File: src/rtl/dropout_mask_gen.sv
// Dropout mask generator: a 32-bit Galois LFSR yields one random value per accepted
// mask bit, compared against a threshold, with saturating accept/drop statistics.
module dropout_mask_gen #(
   parameter logic [31:0] SEED_DEFAULT = 32'h0000_0001,
   parameter int unsigned CNT_W        = 16
) (
   input  logic             clk,
   input  logic             reset,
   input  logic             enable,
   input  logic             seed_load,
   input  logic [31:0]      seed,
   input  logic [31:0]      threshold,
   input  logic             clear_counts,
   input  logic             mask_ready,
   output logic             mask_valid,
   output logic             mask_drop,
   output logic [31:0]      mask_rnd,
   output logic [CNT_W-1:0] mask_count,
   output logic [CNT_W-1:0] drop_count
);

   localparam int unsigned LFSR_W   = 32;
   localparam logic [LFSR_W-1:0] POLY     = 32'h8020_0003;
   localparam logic [LFSR_W-1:0] RST_SEED = (SEED_DEFAULT == 32'd0) ? 32'd1 : SEED_DEFAULT;

   typedef enum logic {
      IDLE   = 1'b0,
      ACTIVE = 1'b1
   } state_e;

   state_e              state_q, state_d;
   logic [LFSR_W-1:0]   lfsr_q, lfsr_d;
   logic [LFSR_W-1:0]   mask_rnd_q, mask_rnd_d;
   logic                mask_drop_q, mask_drop_d;
   logic [CNT_W-1:0]    mask_count_q, mask_count_d;
   logic [CNT_W-1:0]    drop_count_q, drop_count_d;

   logic [LFSR_W-1:0]   lfsr_next;
   logic                advance;
   logic                accept;

   always_comb begin
      lfsr_next = {1'b0, lfsr_q[LFSR_W-1:1]} ^ (lfsr_q[0] ? POLY : '0);
      advance   = enable && !seed_load && ((state_q == IDLE) || mask_ready);
      accept    = (state_q == ACTIVE) && mask_ready;
   end

   // Generator: seed load beats everything; a stalled bit holds until accepted.
   always_comb begin
      state_d     = state_q;
      lfsr_d      = lfsr_q;
      mask_rnd_d  = mask_rnd_q;
      mask_drop_d = mask_drop_q;
      if (seed_load) begin
         lfsr_d  = (seed == 32'd0) ? 32'd1 : seed;
         state_d = IDLE;
      end else if (advance) begin
         lfsr_d      = lfsr_next;
         mask_rnd_d  = lfsr_next;
         mask_drop_d = (lfsr_next < threshold);
         state_d     = ACTIVE;
      end else if (accept) begin
         state_d = IDLE;
      end
   end

   // Statistics: clear wins over an increment; both counters stick at all-ones.
   always_comb begin
      mask_count_d = mask_count_q;
      drop_count_d = drop_count_q;
      if (clear_counts) begin
         mask_count_d = '0;
         drop_count_d = '0;
      end else if (accept) begin
         if (mask_count_q != '1) begin
            mask_count_d = mask_count_q + CNT_W'(1);
         end
         if (mask_drop_q && (drop_count_q != '1)) begin
            drop_count_d = drop_count_q + CNT_W'(1);
         end
      end
   end

   always_ff @(posedge clk or posedge reset) begin
      if (reset) begin
         state_q      <= IDLE;
         lfsr_q       <= RST_SEED;
         mask_rnd_q   <= '0;
         mask_drop_q  <= 1'b0;
         mask_count_q <= '0;
         drop_count_q <= '0;
      end else begin
         state_q      <= state_d;
         lfsr_q       <= lfsr_d;
         mask_rnd_q   <= mask_rnd_d;
         mask_drop_q  <= mask_drop_d;
         mask_count_q <= mask_count_d;
         drop_count_q <= drop_count_d;
      end
   end

   assign mask_valid = (state_q == ACTIVE);
   assign mask_drop  = mask_drop_q;
   assign mask_rnd   = mask_rnd_q;
   assign mask_count = mask_count_q;
   assign drop_count = drop_count_q;

endmodule

File: config.mk
export PLATFORM = sky130hd
export DESIGN_NAME = dropout_mask_gen
export DESIGN_NICKNAME = d
export VERILOG_FILES = /design/src/rtl/dropout_mask_gen.sv
export SDC_FILE = /design/constraint.sdc
export NUM_CORES = 1
export LEC_CHECK = 0
export ABC_CLOCK_PERIOD_IN_PS = 3000
export CORE_MARGIN = 2
export CORE_UTILIZATION = 45
export DETAILED_ROUTE_END_ITERATION = 7
export PLACE_DENSITY = 0.77
export SLEW_MARGIN = 0
export SYNTH_ARGS = -nofsm -noshare
export SYNTH_HDL_FRONTEND = slang
export SYNTH_SLANG_ARGS = --single-unit
File: constraint.sdc
create_clock -name clk -period 3 [get_ports clk]
set_clock_uncertainty 0.05 [all_clocks]
set_input_delay 0.6 -clock clk [delete_from_list [all_inputs] [get_ports clk]]
set_output_delay 0.6 -clock clk [all_outputs]
set_load 0.02 [all_outputs]
Yosys cells after proc, flatten, opt, wreduce, memory -nomap -nowiden
Cells that the tools add are included.
{ "word_totals": {"reg_bits": 98, "inputBits": 70, "out_inout_bits": 66, "word_cells": 42} }
{ "op_classes": {"addsub": 2, "n_lt_le_gt_ge": 1, "eq_ne": 2, "muxes": 13, "n_bitwise": 3, "n_reduce_logical": 15} }
{ "ops": {"columns": ["op", "n"], "rows": [
  ["$mux 32", 4],
  ["$mux 16", 6],
  ["$add 16x1->16 const B", 2],
  ["$logic_not 32->1", 1],
  ["$lt 32x32->1", 1],
  ["$ne 16x16->1 const B", 2],
  ["$xor 31x32->32", 1],
  ["$reduce_bool 2->1", 4],
  ["$reduce_and 2->1", 3],
  ["$logic_and 1x1->1", 4],
  ["$mux 1", 3],
  ["$reduce_bool 3->1", 1],
  ["$not 1->1", 2],
  ["$logic_not 1->1", 1],
  ["$logic_or 1x1->1", 1]
]} }

Depth between registers and ports, before layout
{ "logic_depth": {"depth_word": 5, "depth_mapped": 9, "mapped_depth_nobuf": 8} }

Worst setup path before layout
OpenSTA, ideal clock, no wires.
{ "synth_timing": {"path_kind": "register -> register", "start": "register lfsr_q[0]", "end": "register mask_drop_q, in the netlist mask_drop", "setup_time_ns": 0.131, "arrival_ns": 1.842, "t_required_ns": 2.819, "slack_ns": 0.977, "path_stages_with_launch": 10, "path_buffers": 1, "synth_period_minus_slack_ns": 2.023, "path_cell_list": "dfstp_2 > clkbuf_1 > xnor2_1 > inv_1 > ha_1 > nand4_1 > o21ai_0 > a21oi_1 > o221ai_1 > a22oi_1"} }
{ "synth_via": {"elab_chain_len": 3} }
{ "synth_rtl": {"columns": ["item", "line", "source"], "rows": [
  ["start: declaration", "32", "logic [LFSR_W-1:0] lfsr_q, lfsr_d;"],
  ["start signal: assignment", "94", "lfsr_q <= lfsr_d;"],
  ["$mux 32", "43", "lfsr_next = {1'b0, lfsr_q[LFSR_W-1:1]} ^ (lfsr_q[0] ? POLY : '0);"],
  ["$xor 31x32->32", "43", null],
  ["named net lfsr_next[21]", "38", "logic [LFSR_W-1:0] lfsr_next;"],
  ["$lt 32x32->1", "60", "mask_drop_d = (lfsr_next < threshold);"],
  ["end signal: assignment", "96", "mask_drop_q <= mask_drop_d;"],
  ["end: declaration", "34", "logic mask_drop_q, mask_drop_d;"]
]} }
The timed path passes the listed nets, and every way through them passes these cells.
A chain may end at the register's enable or synchronous reset.

Worst setup path in the final report
{ "layout_timing": {"start": "input port mask_ready", "end": "register mask_drop_q, in the netlist mask_drop"} }
{ "layout_via": {"elab_chain_len": 3} }
{ "layout_rtl": {"columns": ["item", "line", "source"], "rows": [
  ["start: declaration", "14", "input logic mask_ready,"],
  ["$logic_or 1x1->1", "44", "advance = enable && !seed_load && ((state_q == IDLE) || mask_ready);"],
  ["$logic_and 1x1->1", "44", null],
  ["$reduce_and 2->1 (no source line)", null, null]
]} }
Every way passes these cells.

==> summary.md <==
| Metric | Value |
|---|---|
| Status | finished, final reports clean |
| # diodes | 0 |
| Reg2reg path depth | 8 |
| Largest net degree at the start of global routing | 67 |
| HPWL Detailed | 10160 um |
| Core Region | 11470 um2 |
| Clk buf depth | 2 |
| Setup CP Type | input pin to flop |
| Synth top area cells | dfrtp_1, ha_1, mux2_2 |
| Setup WS pre-CTS | 0.4726 ns |
| GRT Util Overall | 22.45% |
| Yosys top cell by area | dfrtp_1 |
| Cell Pwr Density | 519.4 nW/um2 |
| CTS clk-pin slew, worst paths | 0.06 ns |
| Syn Std Cell Area | 5305 um2 |
| # DRC | 0 |
| Post-Syn Instances | 531 |
| Wire length per cell | 16.60 um |
| CTS HTree Levels | 3 |
| Worst-Skew Late Latency | 0.35 ns |
| Final WL | 13510 um |
| CTS tree | done |
| Max VDD drop | 0.3079 mV |
| CP startpoint kind | input pin |
| Slowest stage cell, crit path | clkdlybuf4s50_1 |
| Die width | 112.6 um |
| Inserted Clock Buffers | 9 |
| Hold Path Stages | 1 |
| Fin Setup TNS | 0 ns |
| Crit Path Max Fanout | 18 |
| Syn_nets | 634 |
| Crit end category | flop |
| Placer Congestion | 0.9259 |
| CP Cell Sequence | clkdlybuf4s50_1 -> nand2b_1 -> nand3b_1 -> buf_4 -> nor3_1 -> o221ai_1 -> a22oi_1 |
| Final Hold Fails | 0 |
| Fmax | 451.4 MHz |
| Top_reg_cell synth | dfrtp_1 |
| Die area | 12670 um2 |
| Yosys warns | 0 |
| # IOs | 136 |
| Worst EP arrival | 2.43 ns |
| Worst path top cell family by delay | buffers and inverters |
| Max-slew violation count | 0 |
| Slew headroom | 53.07% |
| Vias in the first global route | 4677 |
| Die height | 112.6 um |
| Synth top cells by count | dfrtp_1, nand2_1, nor2_1 |
| Share of cells above drive strength 1 | 8.942% |
| Post-synth EDFFs | 0 |
| Initial antenna violation count | 0 |
| DR pass1 iterations | 5 |
| Rows | 39 |
| P_leak | 3.137 nW |
| Post-cts sizing count | 0 |
| Setup violators final | 0 |
| Cell count along the critical path | 7 |
| RSZ-0062 raised after global routing | false |
| Register area share after synthesis | 46.25% |
| Crit path largest cell delay | 0.52 ns |
| Area Growth Syn to Fin | 34.86% |
| Hold WC Path Type | flop to flop |
| Fin crit share | 73.84% |
| GRT overflow | 0 |
| Hold buffer count at CTS | 0 |
| Number of distinct library cells after synthesis | 43 |
| Worst-Margin Slew | 0.6861 ns |
| Post-route minimum period | 2.215 ns |
| Ys async rst share | 100.0% |
| Share of the synthesized area in the top cell type | 45.75% |
| Required @ worst endpoint | 3.21 ns |
| Final Net Count | 769 |
| Routed via count | 4487 |
| Top-count cell post-synth | dfrtp_1 |
| Root buf cell | clkbuf_16 |
| Final setup margin | 0.7849 ns |
| Antenna viol nets, final | 0 |
| DP Cell Count | 798 |
| # port buffers | 135 |
| Syn Area/Cell | 9.991 um2 |
| Vias/cell | 5.512 |
| Iter 0 DRT Violations | 325 |
| Fin cells | 814 |
| Buf/Inv on CP | 2 |
| First-pass GRT wire length | 22670 um |
| Starting Density | 46.26% |
| Post-CTS Setup Bufs | 0 |
| # clock sinks | 98 |
| FF+latch count, synth | 98 |
| MaxCap Viol Count | 0 |
## per-stage QoR
step | util (%) | total power, mW | instance area, um2 | hold slack (ns)
global placement | 59.62 | 2.488 | 6837 | 0.4416
detailed placement | 59.62 | 2.523 | 6837 | 0.4415
global route | 62.39 | 3.912 | 7154 | 0.4722
CTS | 62.39 | 3.761 | 7154 | 0.4560
floorplan | - | 2.073 | 5309 | 0.4792
finish | 62.39 | 3.716 | 7154 | 0.4527
## routing by layer
layer	track usage [%]	vias up	routed length (um)
met5	0	-	0
met4	10.57	0	480
met3	4.914	39	811
met2	36.49	163	6446
met1	28.64	2140	5772
li1	-	2145	-
## sequential cells by signal, indices dropped and copies added, names as in the netlist
| name | count |
|---|---|
| lfsr_q | 32 |
| mask_valid | 1 |
| mask_drop | 1 |
| mask_rnd | 32 |
| mask_count | 16 |
| drop_count | 16 |
## power by group
part	switching, mW	internal [mW]
Sequential	0.125	1.47
Combinational	0.435	0.461
Clock	0.481	0.739
## path summary, 6_finish.rpt
path | from | end | slack [ns]
setup / recovery | mask_ready | mask_drop | 0.78
hold / removal | mask_rnd[24] | mask_rnd[24] | 0.45
setup reg to reg | lfsr_q[0] | mask_drop | 0.80
hold reg to reg | mask_rnd[24] | mask_rnd[24] | 0.45
max in group asynchronous | reset | mask_rnd[28] | 1.56
min in group asynchronous | reset | mask_rnd[7] | 0.63
## cells in the final DEF (no fill, tap or decap), types with 7 or more instances in the layout
cell type and instances:
clkdlybuf4s50_1 134, dfrtp_1 97, nand2_1 49, nor2_1 44, o21ai_0 41, inv_1 40, ha_1 33, xnor2_1 31
mux2i_1 30, mux2_2 29, a21oi_1 20, nand3_1 15, nor4_1 15, nand4_1 12, nor3_1 11, clkbuf_16 9
buf_4 8, a211oi_1 7
## cells by family (layout without fill, tap and decap cells)
family	count (synthesis)	count (layout)	share of synthesized area, %
xor gates and xnor gates	31	31	5.118
and+or+nand+nor	165	165	15.35
muxes	59	59	11.82
AOI/OAI and AO/OA	84	84	9.269
DFF	98	98	46.25
buffers and inverters	61	201	4.410
adders and majority gates	33	33	7.783
## cell type report
cell class | instances | area, um2
repair buffers | 144 | 1426
flip-flops and latches | 98 | 2454
clock buffers | 15 | 287.8
clock inverters | 1 | 30.03
inverters | 41 | 157.7
well taps | 143 | 178.9
fillers | 946 | 4313
multi-input cells | 372 | 2620
No activity file was read; power rests on OpenSTA's default activity.
